===== config.mk =====
export PLATFORM = sky130hd
export DESIGN_NAME = wb_stage
export DESIGN_NICKNAME = d
export VERILOG_FILES = /design/src/rtl/riscv_pkg.sv /design/src/rtl/load_align.sv /design/src/rtl/wb_stage.sv
export SDC_FILE = /design/constraint.sdc
export NUM_CORES = 1
export LEC_CHECK = 0
export ABC_CLOCK_PERIOD_IN_PS = 3600
export CELL_PAD_IN_SITES_DETAIL_PLACEMENT = 1
export CELL_PAD_IN_SITES_GLOBAL_PLACEMENT = 1
export CORE_ASPECT_RATIO = 0.6
export CORE_MARGIN = 2
export CORE_UTILIZATION = 37
export CTS_CLUSTER_DIAMETER = 30
export DETAILED_ROUTE_END_ITERATION = 8
export HOLD_SLACK_MARGIN = 0.05
export PLACE_DENSITY = 0.91
export SLEW_MARGIN = 30
export SYNTH_ARGS = -nofsm -noshare
export SYNTH_HDL_FRONTEND = slang
export SYNTH_SLANG_ARGS = --single-unit

===== constraint.sdc =====
create_clock -name clk -period 3.6 [get_ports clk]
set_clock_uncertainty 0.1 [all_clocks]
set_input_delay 1.08 -clock clk [delete_from_list [all_inputs] [get_ports clk]]
set_output_delay 1.08 -clock clk [all_outputs]
set_load 0.02 [all_outputs]

===== src/rtl/riscv_pkg.sv =====
// Shared RISC-V pipeline definitions: writeback source selects, load funct3
// codes and the writeback stage register layout.
package riscv_pkg;

  typedef enum logic [1:0] {
    WB_ALU  = 2'b00,
    WB_LOAD = 2'b01,
    WB_PC4  = 2'b10,
    WB_IMM  = 2'b11
  } wb_sel_e;

  localparam logic [2:0] F3_LB  = 3'b000;
  localparam logic [2:0] F3_LH  = 3'b001;
  localparam logic [2:0] F3_LW  = 3'b010;
  localparam logic [2:0] F3_LBU = 3'b100;
  localparam logic [2:0] F3_LHU = 3'b101;

  typedef struct packed {
    logic        valid;
    logic        reg_write;
    logic [4:0]  rd;
    wb_sel_e     wb_sel;
    logic [2:0]  funct3;
    logic [31:0] alu;
    logic [31:0] pc4;
    logic [31:0] imm;
    logic [31:0] ld;
  } wb_stage_t;

endpackage


===== src/rtl/load_align.sv =====
// Selects the addressed byte/halfword of an aligned memory word and extends it
// according to the load type; unknown load types behave as LW.
module load_align
  import riscv_pkg::*;
(
  input  logic [2:0]  funct3,
  input  logic [1:0]  offset,
  input  logic [31:0] word,
  output logic [31:0] result
);

  logic [7:0]  byte_s;
  logic [15:0] half_s;

  // Lane selection and sign/zero extension
  always_comb begin
    byte_s = word[7:0];
    half_s = word[15:0];
    result = word;
    case (offset)
      2'b00:   byte_s = word[7:0];
      2'b01:   byte_s = word[15:8];
      2'b10:   byte_s = word[23:16];
      2'b11:   byte_s = word[31:24];
      default: byte_s = word[7:0];
    endcase
    if (offset[1]) begin
      half_s = word[31:16];
    end else begin
      half_s = word[15:0];
    end
    case (funct3)
      F3_LB:   result = {{24{byte_s[7]}}, byte_s};
      F3_LH:   result = {{16{half_s[15]}}, half_s};
      F3_LBU:  result = {24'h00_0000, byte_s};
      F3_LHU:  result = {16'h0000, half_s};
      F3_LW:   result = word;
      default: result = word;
    endcase
  end

endmodule


===== src/rtl/wb_stage.sv =====
// Writeback pipeline stage: MEM/WB stage register, result selection, bypass to
// execute and the retired-instruction counter.
module wb_stage
  import riscv_pkg::*;
(
  input  logic        clk,
  input  logic        rst_n,
  input  logic        stall,
  input  logic        flush,
  input  logic        m_valid,
  input  logic        m_reg_write,
  input  logic [4:0]  m_rd_index,
  input  logic [1:0]  m_wb_sel,
  input  logic [2:0]  m_funct3,
  input  logic [31:0] m_alu_result,
  input  logic [31:0] m_pc_plus4,
  input  logic [31:0] m_imm,
  input  logic [31:0] m_ld_data,
  output logic        wb_en,
  output logic [31:0] wb_data,
  output logic [4:0]  rd_index,
  output logic        fwd_valid,
  output logic [4:0]  fwd_rd,
  output logic [31:0] fwd_data,
  output logic [63:0] instret
);

  wb_stage_t   stage_r;
  wb_stage_t   capture_s;
  logic [63:0] instret_r;
  logic [31:0] ld_aligned_s;
  logic        wb_en_s;
  logic [31:0] wb_data_s;

  assign capture_s = '{valid:     m_valid,
                       reg_write: m_reg_write,
                       rd:        m_rd_index,
                       wb_sel:    wb_sel_e'(m_wb_sel),
                       funct3:    m_funct3,
                       alu:       m_alu_result,
                       pc4:       m_pc_plus4,
                       imm:       m_imm,
                       ld:        m_ld_data};

  // Stage register: flush inserts a bubble and outranks stall
  always_ff @(posedge clk or negedge rst_n) begin
    if (!rst_n) begin
      stage_r <= '0;
    end else if (flush) begin
      stage_r.valid <= 1'b0;
    end else if (!stall) begin
      stage_r <= capture_s;
    end else begin
      stage_r <= stage_r;
    end
  end

  // Count instructions as they enter writeback, so a stalled one counts once
  always_ff @(posedge clk or negedge rst_n) begin
    if (!rst_n) begin
      instret_r <= 64'd0;
    end else if (m_valid && !stall && !flush) begin
      instret_r <= instret_r + 64'd1;
    end else begin
      instret_r <= instret_r;
    end
  end

  load_align u_load_align (
    .funct3 (stage_r.funct3),
    .offset (stage_r.alu[1:0]),
    .word   (stage_r.ld),
    .result (ld_aligned_s)
  );

  // Writeback result mux and write enable (x0 is never written)
  always_comb begin
    wb_en_s   = stage_r.valid && stage_r.reg_write && (stage_r.rd != 5'd0);
    wb_data_s = stage_r.alu;
    case (stage_r.wb_sel)
      WB_ALU:  wb_data_s = stage_r.alu;
      WB_LOAD: wb_data_s = ld_aligned_s;
      WB_PC4:  wb_data_s = stage_r.pc4;
      WB_IMM:  wb_data_s = stage_r.imm;
      default: wb_data_s = stage_r.alu;
    endcase
  end

  assign wb_en     = wb_en_s;
  assign wb_data   = wb_data_s;
  assign rd_index  = stage_r.rd;
  assign fwd_valid = wb_en_s;
  assign fwd_rd    = stage_r.rd;
  assign fwd_data  = wb_data_s;
  assign instret   = instret_r;

endmodule


==> results_dict.tcl <==
set metrics [dict create \
    run_status "finished, violations left" \
    failed_checks "negative setup slack" \
    flop_and_latch_count_out_of_synthesis 204 \
    place_congestion 0.937 \
    finalWorstSetupSlack_ps -77.3 \
    cts_root_buf "sky130_fd_sc_hd__clkbuf_16" \
    routedWlPerCell_um 24.3 \
    setup_viol 31 \
    cts_buffer_depth 3 \
    timing.final.max_slew_violations 0 \
    synthesized_area_fraction_occupied_by_ao_oa_aoi_and_oai_cells 0.0724 \
    max_clock_freq_mhz 272 \
    clock-sinks 204 \
    initial_standard_cell_utilization_of_the_core 0.373 \
    layout-area-overhead-vs-synth_pct 48.6 \
    worstSetupPathType "reg -> out" \
    hold_ws_ps 378 \
    fp.coreArea_mm2 0.0262 \
    tritoncts.num_buffers 42 \
    detailed_route_wire_length_um 37700 \
    insertion_delay_ps 540 \
    final.period_utilization 1.02 \
    design.die.area_mm2 0.0278 \
    xor_and_xnor_fraction_of_the_mapped_netlist_area 0.0564 \
    hpwlAfterDp_um 25100 \
    post_synth_instance_area_mm2 0.00978 \
    ys_top_cells_by_count "sky130_fd_sc_hd__dfrtp_1, sky130_fd_sc_hd__mux2_2, sky130_fd_sc_hd__nand2_1" \
    pin_count_of_the_biggest_net_entering_global_routing 80 \
    crit_arrival_ps 2500 \
    grt_antenna_before_repair 5 \
    min_period_ps 3680 \
    synth_async_sr_flop_share 1.00 \
    globalRouteOverflowTotal 0 \
    hold_violation_count_in_the_final_report 0 \
    num_rows 46 \
    boundaryPins 284 \
    numPlacedInstances 1462 \
    cts_tree "built" \
    path_max_fanout 8 \
    power-per-cell-area_mw_per_mm2 601 \
    firstDrtPassIters 4 \
    synth_enable_flop_cells 0 \
    synth_fa_ha_area_frac 0.00128 \
    dominant_combinational_cell_family_by_area_after_synthesis "multiplexers" \
    design.final.nets 1300 \
    layout.core_utilization 0.555 \
    post_synth.cell_area_avg_um2 11.3 \
    non_filler_cell_area_final_mm2 0.0145 \
    die_y_um 130 \
    dr_total_vias 8348 \
    final_layout_size_suffix_gt1_frac 0.323 \
    drcViolationCount 0 \
    synth-warning-count 0 \
    dp_slack_ps -111 \
    synth_largest_area_cell "sky130_fd_sc_hd__dfrtp_1" \
    detailed_place.area_mm2 0.0130 \
    syn-instance-count 862 \
    clkSlewWorstSetupHoldPaths_ps 50 \
    cts_htree_levels 2 \
    yosys.area_share.simple 0.117 \
    final_cells 1550 \
    antenna_violating_nets_post_route 0 \
    die-width_um 214 \
    worstMarginPinSlew_ps 626 \
    netlist-cell-type-count 46 \
    required_ps 2420 \
    kind_of_end_point_of_the_critical_path "primary output" \
    timing.max_cap.violations 0 \
    postCtsHoldBufs 0 \
    synth.top_cells.by_area "sky130_fd_sc_hd__dfrtp_1, sky130_fd_sc_hd__mux2_2, sky130_fd_sc_hd__buf_4, sky130_fd_sc_hd__nand2_1, sky130_fd_sc_hd__xor2_1" \
    worstSetupStartpointType "flip-flop" \
    grt_setup_unrepaired "true" \
    synth.net_count 1007 \
    first_global_vias 9158 \
    synthDominantCellAreaShare 0.522 \
    track_usage 0.264 \
    worst_slew_margin_rel 0.579 \
    worstHoldPathType "reg -> reg" \
    seq_area_frac_synth 0.522 \
    detail_route.vias_per_cell 5.39 \
    leakage_power_figure_uw 0.00618 \
    most_frequent_cell_after_synthesis "sky130_fd_sc_hd__dfrtp_1" \
    synthFlopType "sky130_fd_sc_hd__dfrtp_1" \
    grt_pass1_wl_um 55300 \
    synth.mux.area_fraction 0.172 \
    io_buffers 283 \
    max-vdd-ir-drop_mv 0.370 \
    detailedRoute.firstIterationViolations 444 \
]
## sequential cells by signal, indices dropped and copies added (netlist names)
signal and cells:
stage_r 135, fwd_rd 5, instret 64
## layout by cell type, fill, tap and decap left out, types with 7 or more instances in the layout
cell                              count
sky130_fd_sc_hd__inv_1               18
sky130_fd_sc_hd__xor2_1              33
sky130_fd_sc_hd__nand2_1             75
sky130_fd_sc_hd__buf_12               7
sky130_fd_sc_hd__clkbuf_16           43
sky130_fd_sc_hd__o21ai_0             21
sky130_fd_sc_hd__clkbuf_2            11
sky130_fd_sc_hd__nand4_1             18
sky130_fd_sc_hd__nor3_2               8
sky130_fd_sc_hd__clkdlybuf4s50_1    218
sky130_fd_sc_hd__nor4_1              10
sky130_fd_sc_hd__and3_1               7
sky130_fd_sc_hd__a21oi_1              8
sky130_fd_sc_hd__mux2i_1             12
sky130_fd_sc_hd__o21ai_2             15
sky130_fd_sc_hd__buf_4               62
sky130_fd_sc_hd__clkbuf_1             9
sky130_fd_sc_hd__mux2_2             132
sky130_fd_sc_hd__buf_2               30
sky130_fd_sc_hd__nand3_1             18
sky130_fd_sc_hd__nor2b_1              9
sky130_fd_sc_hd__o221ai_1            20
sky130_fd_sc_hd__inv_6                7
sky130_fd_sc_hd__nor3_1              14
sky130_fd_sc_hd__nor2_1              42
sky130_fd_sc_hd__xnor2_1             30
sky130_fd_sc_hd__dfrtp_1            199
## report_power, final
part           internal (µW)  switching [µW]
clock                   2510            1340
combinational            918            1170
sequential              2560             247
## kinds of logic (layout without fill, tap and decap cells)
group | count (synthesis) | count (layout)
AOI/OAI and AO/OA | 108 | 108
xor gates and xnor gates | 63 | 63
adders and majority gates | 1 | 1
buffers and inverters | 110 | 435
DFF | 204 | 204
muxes | 150 | 150
other | 0 | 3
and+or+nand+nor | 226 | 226
## final cells by class
cell class                      instances  area, µm²
Antenna cell                            3       7.51
Sequential cell                       204       5110
Inverter                               20       78.8
Clock buffer                           56       1160
Timing Repair Buffer                  339       3120
Multi-Input combinational cell        548       4380
Fill cell                            2708      11700
Clock inverter                         20        226
Tap cell                              360        450
## path summary, 6_finish.rpt
| path | startpoint | end | slack, ps | cells after the start |
|---|---|---|---|---|
| setup / recovery | stage_r[31] | fwd_data[22] | -80 | 8 |
| hold / removal | instret[63] | instret[63] | 380 | 1 |
| setup reg to reg | instret[21] | instret[60] | 660 | 5 |
| hold reg to reg | instret[63] | instret[63] | 380 | 1 |
| max in group asynchronous | rst_n | fwd_rd[4] | 2130 | 2 |
| min in group asynchronous | rst_n | stage_r[16] | 420 | 1 |
## stage by stage
stage	TNS, ps	power (µW)
floorplan	0	3900
global placement	-10.4	4750
detailed placement	-386	4840
CTS	-361	8700
global route	-3280	9060
finish	-1170	8740
## what timing repair did
| action | in CTS | in global routing |
|---|---|---|
| cloned | 0 | 1 |
| resized for setup | 265 | 89 |
| setup buffers | 2 | 7 |
| pin swaps | 8 | 12 |
| setup endpoints to repair | 64 | 61 |
## critical path, stage by stage (launching register included)
cell                       delay, ps
sky130_fd_sc_hd__dfrtp_1         340
sky130_fd_sc_hd__buf_4           150
sky130_fd_sc_hd__nand2b_1        170
sky130_fd_sc_hd__o311ai_2        190
sky130_fd_sc_hd__a221oi_2        370
sky130_fd_sc_hd__o21ai_2         150
sky130_fd_sc_hd__buf_8           190
sky130_fd_sc_hd__o21ai_2         190
sky130_fd_sc_hd__buf_2           210
## per-layer routing
| layer | GRT usage | share of wire | up-vias | wire [µm] |
|---|---|---|---|---|
| li1 | - | - | 3627 | - |
| met1 | 0.329 | 0.40 | 4289 | 15200 |
| met2 | 0.448 | 0.49 | 337 | 18600 |
| met3 | 0.0708 | 0.071 | 91 | 2660 |
| met4 | 0.0907 | 0.030 | 4 | 1150 |
| met5 | 0 | 0.00072 | - | 27 |
Note: power is estimated with default switching activity, not from simulation.
